[src/rtl/red_beat_detector_pkg.sv]
// Shared widths, detector state encoding and the rate-conversion constant.
// The optional BPM divider is enabled with the BEAT_RATE_EN macro.
package red_beat_detector_pkg;

    localparam int unsigned SAMPLE_W   = 20;
    localparam int unsigned PERIOD_W   = 11;
    localparam int unsigned QUOT_W     = 15;
    // 60 s/min x 500 samples/s
    localparam int unsigned FS_BPM_NUM = 30000;

    typedef enum logic [1:0] {
        StWarmup,
        StRise,
        StFall
    } det_state_t;

endpackage

[src/rtl/red_beat_detector_bpm_divider.sv]
// Sequential restoring divider, one quotient bit per cycle; done pulses 16 cycles after start.
// Only instantiated when BEAT_RATE_EN is defined.
module red_beat_detector_bpm_divider
    import red_beat_detector_pkg::*;
(
    input  logic                clk,
    input  logic                rst_n,
    input  logic                start,
    input  logic [QUOT_W-1:0]   dividend,
    input  logic [PERIOD_W-1:0] divisor,
    output logic                done,
    output logic [QUOT_W-1:0]   quotient
);

    logic                busy;
    logic [3:0]          count;
    logic [PERIOD_W-1:0] rem;
    logic [QUOT_W-1:0]   work;
    logic [PERIOD_W:0]   trial;
    logic [PERIOD_W:0]   diff;
    logic                take;

    always_comb begin
        trial = {rem, work[QUOT_W-1]};
        diff  = trial - {1'b0, divisor};
        take  = (trial >= {1'b0, divisor});
    end

    always_ff @(posedge clk or negedge rst_n) begin
        if (!rst_n) begin
            busy     <= 1'b0;
            count    <= '0;
            rem      <= '0;
            work     <= '0;
            done     <= 1'b0;
            quotient <= '0;
        end else begin
            done <= 1'b0;
            if (start) begin
                busy  <= 1'b1;
                count <= '0;
                rem   <= '0;
                work  <= dividend;
            end else if (busy) begin
                // remainder stays below divisor, so the top trial bit never survives
                rem   <= take ? diff[PERIOD_W-1:0] : trial[PERIOD_W-1:0];
                work  <= {work[QUOT_W-2:0], take};
                count <= count + 4'd1;
                if (count == 4'(QUOT_W - 1)) begin
                    busy     <= 1'b0;
                    done     <= 1'b1;
                    quotient <= {work[QUOT_W-2:0], take};
                end
            end
        end
    end

endmodule

[src/rtl/red_beat_detector.sv]
// Hysteresis peak/trough tracker measuring beat period and per-beat amplitude.
// Define BEAT_RATE_EN to add the sequential 30000/period BPM divider.
module red_beat_detector
    import red_beat_detector_pkg::*;
#(
    parameter int unsigned WARMUP     = 24,
    parameter int unsigned HYST       = 2048,
    parameter int unsigned MIN_PERIOD = 150,
    parameter int unsigned MAX_PERIOD = 1000
) (
    input  logic                CLK_Filter,
    input  logic                rst_n,
    input  logic [SAMPLE_W-1:0] In_RED_Filtered,
    output logic [SAMPLE_W-1:0] Peak_Value,
    output logic [SAMPLE_W-1:0] Trough_Value,
    output logic [SAMPLE_W-1:0] AC_Amplitude,
    output logic [PERIOD_W-1:0] Beat_Period,
    output logic                Beat_Valid,
    output logic                Beat_Lost,
    output logic [7:0]          Beat_BPM,
    output logic                BPM_Valid
);

    localparam int unsigned         WCNT_W = $clog2(WARMUP) + 1;
    localparam logic [SAMPLE_W:0]   HYST_W = (SAMPLE_W + 1)'(HYST);
    localparam logic [PERIOD_W-1:0] MIN_P  = PERIOD_W'(MIN_PERIOD);
    localparam logic [PERIOD_W-1:0] MAX_P  = PERIOD_W'(MAX_PERIOD);

    det_state_t          state;
    logic [WCNT_W-1:0]   warm_cnt;
    logic [SAMPLE_W-1:0] cand_max;
    logic [SAMPLE_W-1:0] cand_min;
    logic [SAMPLE_W-1:0] trough_reg;
    logic [PERIOD_W-1:0] period_cnt;
    logic                has_prev;
    logic [SAMPLE_W:0]   drop_diff;
    logic [SAMPLE_W:0]   rise_diff;
    logic [SAMPLE_W:0]   ac_diff;
    logic                drop_ok;
    logic                rise_ok;
    logic                timeout;

    always_comb begin
        drop_diff = {1'b0, cand_max} - {1'b0, In_RED_Filtered};
        rise_diff = {1'b0, In_RED_Filtered} - {1'b0, cand_min};
        ac_diff   = {1'b0, cand_max} - {1'b0, trough_reg};
        // top bit is the borrow: a move in the wrong direction never confirms
        drop_ok   = !drop_diff[SAMPLE_W] && (drop_diff > HYST_W);
        rise_ok   = !rise_diff[SAMPLE_W] && (rise_diff > HYST_W);
        timeout   = has_prev && (period_cnt == MAX_P);
    end

    always_ff @(posedge CLK_Filter or negedge rst_n) begin
        if (!rst_n) begin
            state        <= StWarmup;
            warm_cnt     <= '0;
            cand_max     <= '0;
            cand_min     <= '0;
            trough_reg   <= '0;
            period_cnt   <= '0;
            has_prev     <= 1'b0;
            Peak_Value   <= '0;
            Trough_Value <= '0;
            AC_Amplitude <= '0;
            Beat_Period  <= '0;
            Beat_Valid   <= 1'b0;
            Beat_Lost    <= 1'b1;
        end else begin
            Beat_Valid <= 1'b0;
            if (timeout) begin
                Beat_Lost <= 1'b1;
                has_prev  <= 1'b0;
            end else if (has_prev) begin
                period_cnt <= period_cnt + PERIOD_W'(1);
            end

            unique case (state)
                StWarmup: begin
                    warm_cnt <= warm_cnt + WCNT_W'(1);
                    if (warm_cnt == WCNT_W'(WARMUP - 1)) begin
                        state    <= StRise;
                        cand_max <= In_RED_Filtered;
                    end
                end
                StRise: begin
                    if (In_RED_Filtered > cand_max) cand_max <= In_RED_Filtered;
                    if (drop_ok) begin
                        state    <= StFall;
                        cand_min <= In_RED_Filtered;
                        // a timed-out peak restarts the measurement like a first peak
                        if (!has_prev || timeout) begin
                            has_prev   <= 1'b1;
                            period_cnt <= PERIOD_W'(1);
                        end else if (period_cnt >= MIN_P) begin
                            Beat_Valid   <= 1'b1;
                            Beat_Period  <= period_cnt;
                            Peak_Value   <= cand_max;
                            Trough_Value <= trough_reg;
                            AC_Amplitude <= ac_diff[SAMPLE_W] ? '0 : ac_diff[SAMPLE_W-1:0];
                            Beat_Lost    <= 1'b0;
                            period_cnt   <= PERIOD_W'(1);
                        end
                    end
                end
                StFall: begin
                    if (In_RED_Filtered < cand_min) cand_min <= In_RED_Filtered;
                    if (rise_ok) begin
                        trough_reg <= cand_min;
                        state      <= StRise;
                        cand_max   <= In_RED_Filtered;
                    end
                end
                default: state <= StWarmup;
            endcase
        end
    end

`ifdef BEAT_RATE_EN
    logic [QUOT_W-1:0] quot;
    logic              div_done;

    red_beat_detector_bpm_divider u_bpm_divider (
        .clk      (CLK_Filter),
        .rst_n    (rst_n),
        .start    (Beat_Valid),
        .dividend (QUOT_W'(FS_BPM_NUM)),
        .divisor  (Beat_Period),
        .done     (div_done),
        .quotient (quot)
    );

    assign Beat_BPM  = quot[7:0];
    assign BPM_Valid = div_done;
`else
    assign Beat_BPM  = '0;
    assign BPM_Valid = 1'b0;
`endif

endmodule

[config.mk]
export PLATFORM = sky130hd
export DESIGN_NAME = red_beat_detector
export DESIGN_NICKNAME = d
export VERILOG_FILES = /design/src/rtl/red_beat_detector_pkg.sv /design/src/rtl/red_beat_detector_bpm_divider.sv /design/src/rtl/red_beat_detector.sv
export SDC_FILE = /design/constraint.sdc
export NUM_CORES = 1
export LEC_CHECK = 0
export ABC_CLOCK_PERIOD_IN_PS = 4800
export CORE_ASPECT_RATIO = 0.6
export CORE_UTILIZATION = 35
export DETAILED_ROUTE_END_ITERATION = 7
export PLACE_DENSITY = 0.57
export SYNTH_ARGS = -nofsm -noshare
export SYNTH_HDL_FRONTEND = slang
export SYNTH_HIERARCHICAL = 1
export SYNTH_SLANG_ARGS = --single-unit
export TNS_END_PERCENT = 100
[constraint.sdc]
create_clock -name CLK_Filter -period 4.8 [get_ports CLK_Filter]
set_input_delay 1.44 -clock CLK_Filter [delete_from_list [all_inputs] [get_ports CLK_Filter]]
set_output_delay 1.44 -clock CLK_Filter [all_outputs]
set_load 0.1 [all_outputs]
; After elaboration in Yosys (flattened, before gate mapping)
; Index checks and enable logic that the tools add are counted.
[totals]
reg_bits = 153
in_bits = 22
out_inout_bits = 82
wordCells = 79
[op_classes]
add_sub_neg = 5
n_lt_le_gt_ge = 5
n_eq_ne = 9
n_mux = 31
bitwise = 1
n_reduce_logical = 15
[op_table]
columns = operator, count
row1 = 20-bit two-way mux, 6
row2 = 11-bit two-way mux, 6
row3 = 20-bit by 20-bit subtractor with 21-bit output, 3
row4 = 20-bit case mux with 3 select lines, 1
row5 = "21-bit by 12-bit > comparator with 1-bit output, second input constant", 2
row6 = 20-bit case mux with 2 select lines, 1
row7 = 20-bit > comparator, 1
row8 = 20-bit less-than comparator, 1
row9 = 1-bit two-way mux, 13
row10 = "11-bit by 1-bit adder with 11-bit output, second input constant", 1
row11 = "11-bit by 10-bit == test with 1-bit output, second input constant", 1
row12 = "11-bit by 8-bit >= comparator with 1-bit output, second input constant", 1
row13 = "2-bit inequality test, second input constant", 5
row14 = 4-bit AND reduction, 2
row15 = "6-bit by 1-bit adder with 6-bit output, second input constant", 1
row16 = "6-bit by 5-bit == test with 1-bit output, second input constant", 1
row17 = 2-bit two-way mux, 3
row18 = 2-bit case mux with 3 select lines, 1
row19 = 3-bit AND reduction, 2
row20 = 1-bit logical AND, 3
row21 = 1-bit logical NOT, 3
row22 = 3-bit nonzero test, 1
row23 = "2-bit by 1-bit == test with 1-bit output, second input constant", 1
row24 = "2-bit == test, second input constant", 1
row25 = other kinds (5), 5

; Longest topological paths before layout
[depth]
word_depth = 7
ltp_mapped = 15
mapped_depth_nobuf = 14

; Least setup slack after synthesis
; OpenSTA, ideal clock, no wires.
[synth_path]
kind = in2reg
startpoint = input port In_RED_Filtered[0]
endpoint = register cand_min[0]
setup_time_ns = 0.125
arrival_time_ns = 4.344
required_ns = 4.675
setup_slack_ns = 0.332
stages = 13
path_buffers = 1
path_cell_list = ha_1 > fa_1 > nor2b_1 > o31a_1 > o211a_1 > nor3_1 > or3b_1 > a211o_1 > nor4b_4 > a31oi_4 > nor2_1 > buf_4 > mux2_2
[synth_via]
elab_chain_cells = 5
elab_cells_between_ends = 11
classes_between = add/sub (1) / order compare (2) / eq/ne (2) / mux (3) / reduce/logical (3)
[synth_lines]
columns = element, line_no
row1 = start: declaration, red_beat_detector.sv:13  ; input logic [SAMPLE_W-1:0] In_RED_Filtered,
row2 = 20-bit by 20-bit subtractor with 21-bit output, red_beat_detector.sv:44  ; drop_diff = {1'b0, cand_max} - {1'b0, In_RED_Filtered};
row3 = 21-bit by 12-bit > comparator with 1-bit output or 1-bit logical NOT (tied branches), red_beat_detector.sv:48  ; drop_ok = !drop_diff[SAMPLE_W] && (drop_diff > HYST_W);
row4 = 1-bit logical AND, red_beat_detector.sv:48
row5 = 2-bit inequality test (no source line), n/a
row6 = 3-bit AND reduction (no source line), n/a
row7 = end signal: assignment, red_beat_detector.sv:89  ; cand_min <= In_RED_Filtered;
row8 = end signal: assignment, red_beat_detector.sv:106  ; if (In_RED_Filtered < cand_min) cand_min <= In_RED_Filtered;
row9 = end: declaration, red_beat_detector.sv:32  ; logic [SAMPLE_W-1:0] cand_min;
; Parallel ways exist; a longest one is shown, timed or not. The select of a mux whose other input is x is not followed.
; A chain may end at the register's enable or synchronous reset.

; Final worst setup path
[layout_path]
startpoint = input port In_RED_Filtered[4]
endpoint = register cand_max[5]
[layout_via]
elab_chain_cells = 5
elab_cells_between_ends = 8
classes_between = add/sub (1) / order compare (2) / eq/ne (2) / reduce/logical (3)
[layout_lines]
columns = element, line_no
row1 = 20-bit by 20-bit subtractor with 21-bit output, red_beat_detector.sv:45  ; rise_diff = {1'b0, In_RED_Filtered} - {1'b0, cand_min};
row2 = 21-bit by 12-bit > comparator with 1-bit output or 1-bit logical NOT (tied branches), red_beat_detector.sv:49  ; rise_ok = !rise_diff[SAMPLE_W] && (rise_diff > HYST_W);
row3 = 1-bit logical AND, red_beat_detector.sv:49
row4 = 2-bit inequality test (no source line), n/a
row5 = 4-bit AND reduction (no source line) (*), n/a
row6 = end signal: assignment, red_beat_detector.sv:82  ; cand_max <= In_RED_Filtered;
row7 = end signal: assignment, red_beat_detector.sv:86  ; if (In_RED_Filtered > cand_max) cand_max <= In_RED_Filtered;
row8 = end signal: assignment, red_beat_detector.sv:110  ; cand_max <= In_RED_Filtered;
row9 = end: declaration, red_beat_detector.sv:31  ; logic [SAMPLE_W-1:0] cand_max;
; Mark *: on every way between the ends. The rest lies on a longest branch, timed or not.

==> impl_metrics.json <==
{
  "slew_violations": 0,
  "root_buffer": "clkbuf_16",
  "grt_max_degree": 90,
  "layout-drive-gt1-share_pct": 24.5,
  "cts_buffers": 17,
  "min_path_type": "flip-flop to flip-flop",
  "path_clk_slew_ps": 70,
  "async_flop_share_pct": 100,
  "core_area_um2": 25700,
  "cts_sinks": 153,
  "fin_crit_ps": 4710,
  "final_cell_mix": "dfrtp_1 (152), buf_4 (107), clkdlybuf4s50_1 (86), inv_1 (80)",
  "synth-edff-count": 0,
  "vias_per_cell": 5.09,
  "grt_pass1_wl_um": 41800,
  "htreeDepth": 4,
  "chipHeight_um": 129,
  "dp_hpwl_um": 19100,
  "ctsLongestPathBuffers": 2,
  "placed_cells": 1435,
  "critPathCaptureType": "flip-flop",
  "grt.total_usage_pct": 20.0,
  "num_io_pins": 104,
  "fp-row-count": 45,
  "relSlewSlack_pct": 33.0,
  "grt_antenna_before_repair": 0,
  "required_ps": 5110,
  "grt-ovfl-total": 0,
  "setup_viol": 0,
  "num_vias": 7553,
  "post_synth.cell_area_avg_um2": 10.4,
  "die-area_um2": 27400,
  "max-cap-violations": 0,
  "path_class": "primary input to flip-flop",
  "worst_pin_slew_ps": 1000,
  "finalWirelength_um": 26500,
  "syn2layout_area_growth_pct": 35.0,
  "start_kind": "primary input",
  "die_w_um": 213,
  "dr.pass1.iters": 5,
  "n_antenna_cell": 0,
  "cts_tree": "done",
  "wl_per_cell_um": 17.8,
  "grt_pass1_vias": 7468,
  "layout.cells.non_filler": 1485,
  "status": "complete, no violations",
  "first_iter_violations": 579,
  "ctsHoldBuffers": 0,
  "synth.distinct_cells": 74,
  "skew_ps": 14.2,
  "period_share_pct": 98.2,
  "synthFlopType": "dfrtp_1",
  "crit_path_max_fanout": 5,
  "start_util_pct": 36.3,
  "final_nets": 1209,
  "nFillCells": 2387,
  "fmax_mhz": 212,
  "clk_latency_ps": 440,
  "synth_cells": 899,
  "ys_warn_count": 6,
  "hold_viol_final": 0,
  "drc": 0,
  "ys_ff_latch": 153,
  "ant_nets": 0,
  "io_buffers": 94,
  "syn_area_um2": 9340,
  "cp.arrival_ps": 5030,
  "routabilityCongestion": 0.869,
  "final_common_cell": "dfrtp_1",
  "ys_seq_area_share_pct": 41.0
}
## per-stage QoR
| step | cell area, µm² | hold slack (ps) | setup TNS (ps) | utilization, % | setup WS [ps] |
|---|---|---|---|---|---|
| floorplan | 9370 | 446 | 0 | - | 332 |
| global placement | 11500 | 470 | -60920 | 44.6 | -655 |
| detailed placement | 11500 | 481 | -73190 | 44.6 | -838 |
| CTS | 12400 | 495 | 0 | 48.1 | 22.0 |
| global route | 12600 | 513 | -8.47 | 49.0 | -2.79 |
| finish | 12600 | 492 | 0 | 49.0 | 87.6 |
## synth_stat cells (all sizes together), types with 6 or more instances
cell	n	share of area, %
a21o	16	1.3
a21oi	55	3.0
a31oi	9	0.76
buf	22	1.9
clkbuf	7	0.28
dfrtp	152	41
ha	64	8.6
inv	82	3.3
mux2	74	11
mux2i	26	2.8
nand2	55	2.2
nand2b	16	1.1
nand3	14	0.88
nand4	9	0.60
nor2	53	2.1
nor2b	9	0.60
nor3	9	0.54
o2111ai	6	0.56
o21a	11	0.88
o21ai	63	3.4
o2bb2ai	20	1.9
or3	7	0.47
xnor2	20	1.9
xor2	24	2.2
## layer usage
layer  vias up  global-route usage, %  wire length, µm  part of all wire, %
met5         -                      0                0                    0
met4         0                   4.53              201                 0.76
met3        19                   4.15             1220                  4.6
met2       182                   28.1            10800                   41
met1      3702                   30.9            14300                   54
li1       3650                      -                -                    -
## path summary, 6_finish.rpt
kind                                     from              end  slack, ps  cells past startpoint
max in group asynchronous               rst_n   trough_reg[19]       2790                      2
setup / recovery           In_RED_Filtered[4]      cand_max[5]         90                     16
hold reg to reg               AC_Amplitude[9]  AC_Amplitude[9]        490                      1
setup reg to reg                  cand_min[0]      cand_max[5]        940                     16
min in group asynchronous               rst_n  AC_Amplitude[7]       1070                      1
hold / removal                AC_Amplitude[9]  AC_Amplitude[9]        490                      1
## cell type report
cell class	count	area, µm²	area share, %
flip-flops and latches	153	3830	30.4
clock inverters	14	114	0.903
well taps	352	440	3.49
repair buffers	223	2150	17.1
inverters	82	308	2.44
multi-input cells	643	5330	42.3
clock buffers	18	439	3.48
## logic make-up (layout without fill, tap and decap cells)
kind of cell / after synthesis / count (layout) / synth area share [%]
compound gates: 228 / 228 / 16.4
simple gates: 195 / 195 / 10.4
flops: 153 / 153 / 41.0
buf+inv: 111 / 337 / 5.49
mux: 100 / 100 / 13.4
fa+ha+maj: 67 / 67 / 9.21
xor+xnor: 44 / 44 / 4.12
other cells: 1 / 9 / 0.0401
## timing repair
| action | in CTS | in global routing |
|---|---|---|
| gates resized for setup | 37 | 55 |
| pin swaps | 17 | 15 |
| setup buffers | 10 | 3 |
| gates cloned | 5 | 3 |
| setup endpoints to repair | 71 | 124 |
## worst max-delay path, stage by stage
cell and delay [ps]:
dlygate4sd2_1 280, ha_1 390, a21o_1 180, nand2_1 120, a31oi_4 110, buf_6 130
or3_4 390, a2111oi_4 370, buf_4 160, nand4_1 150, a21oi_2 180, buf_4 130
a311oi_4 110, nor3_4 340, buf_6 230, mux2_4 310
Power is left out: the tool's default activity adds up to more than one toggle a clock period on the data nets, which glitch-free logic cannot reach.
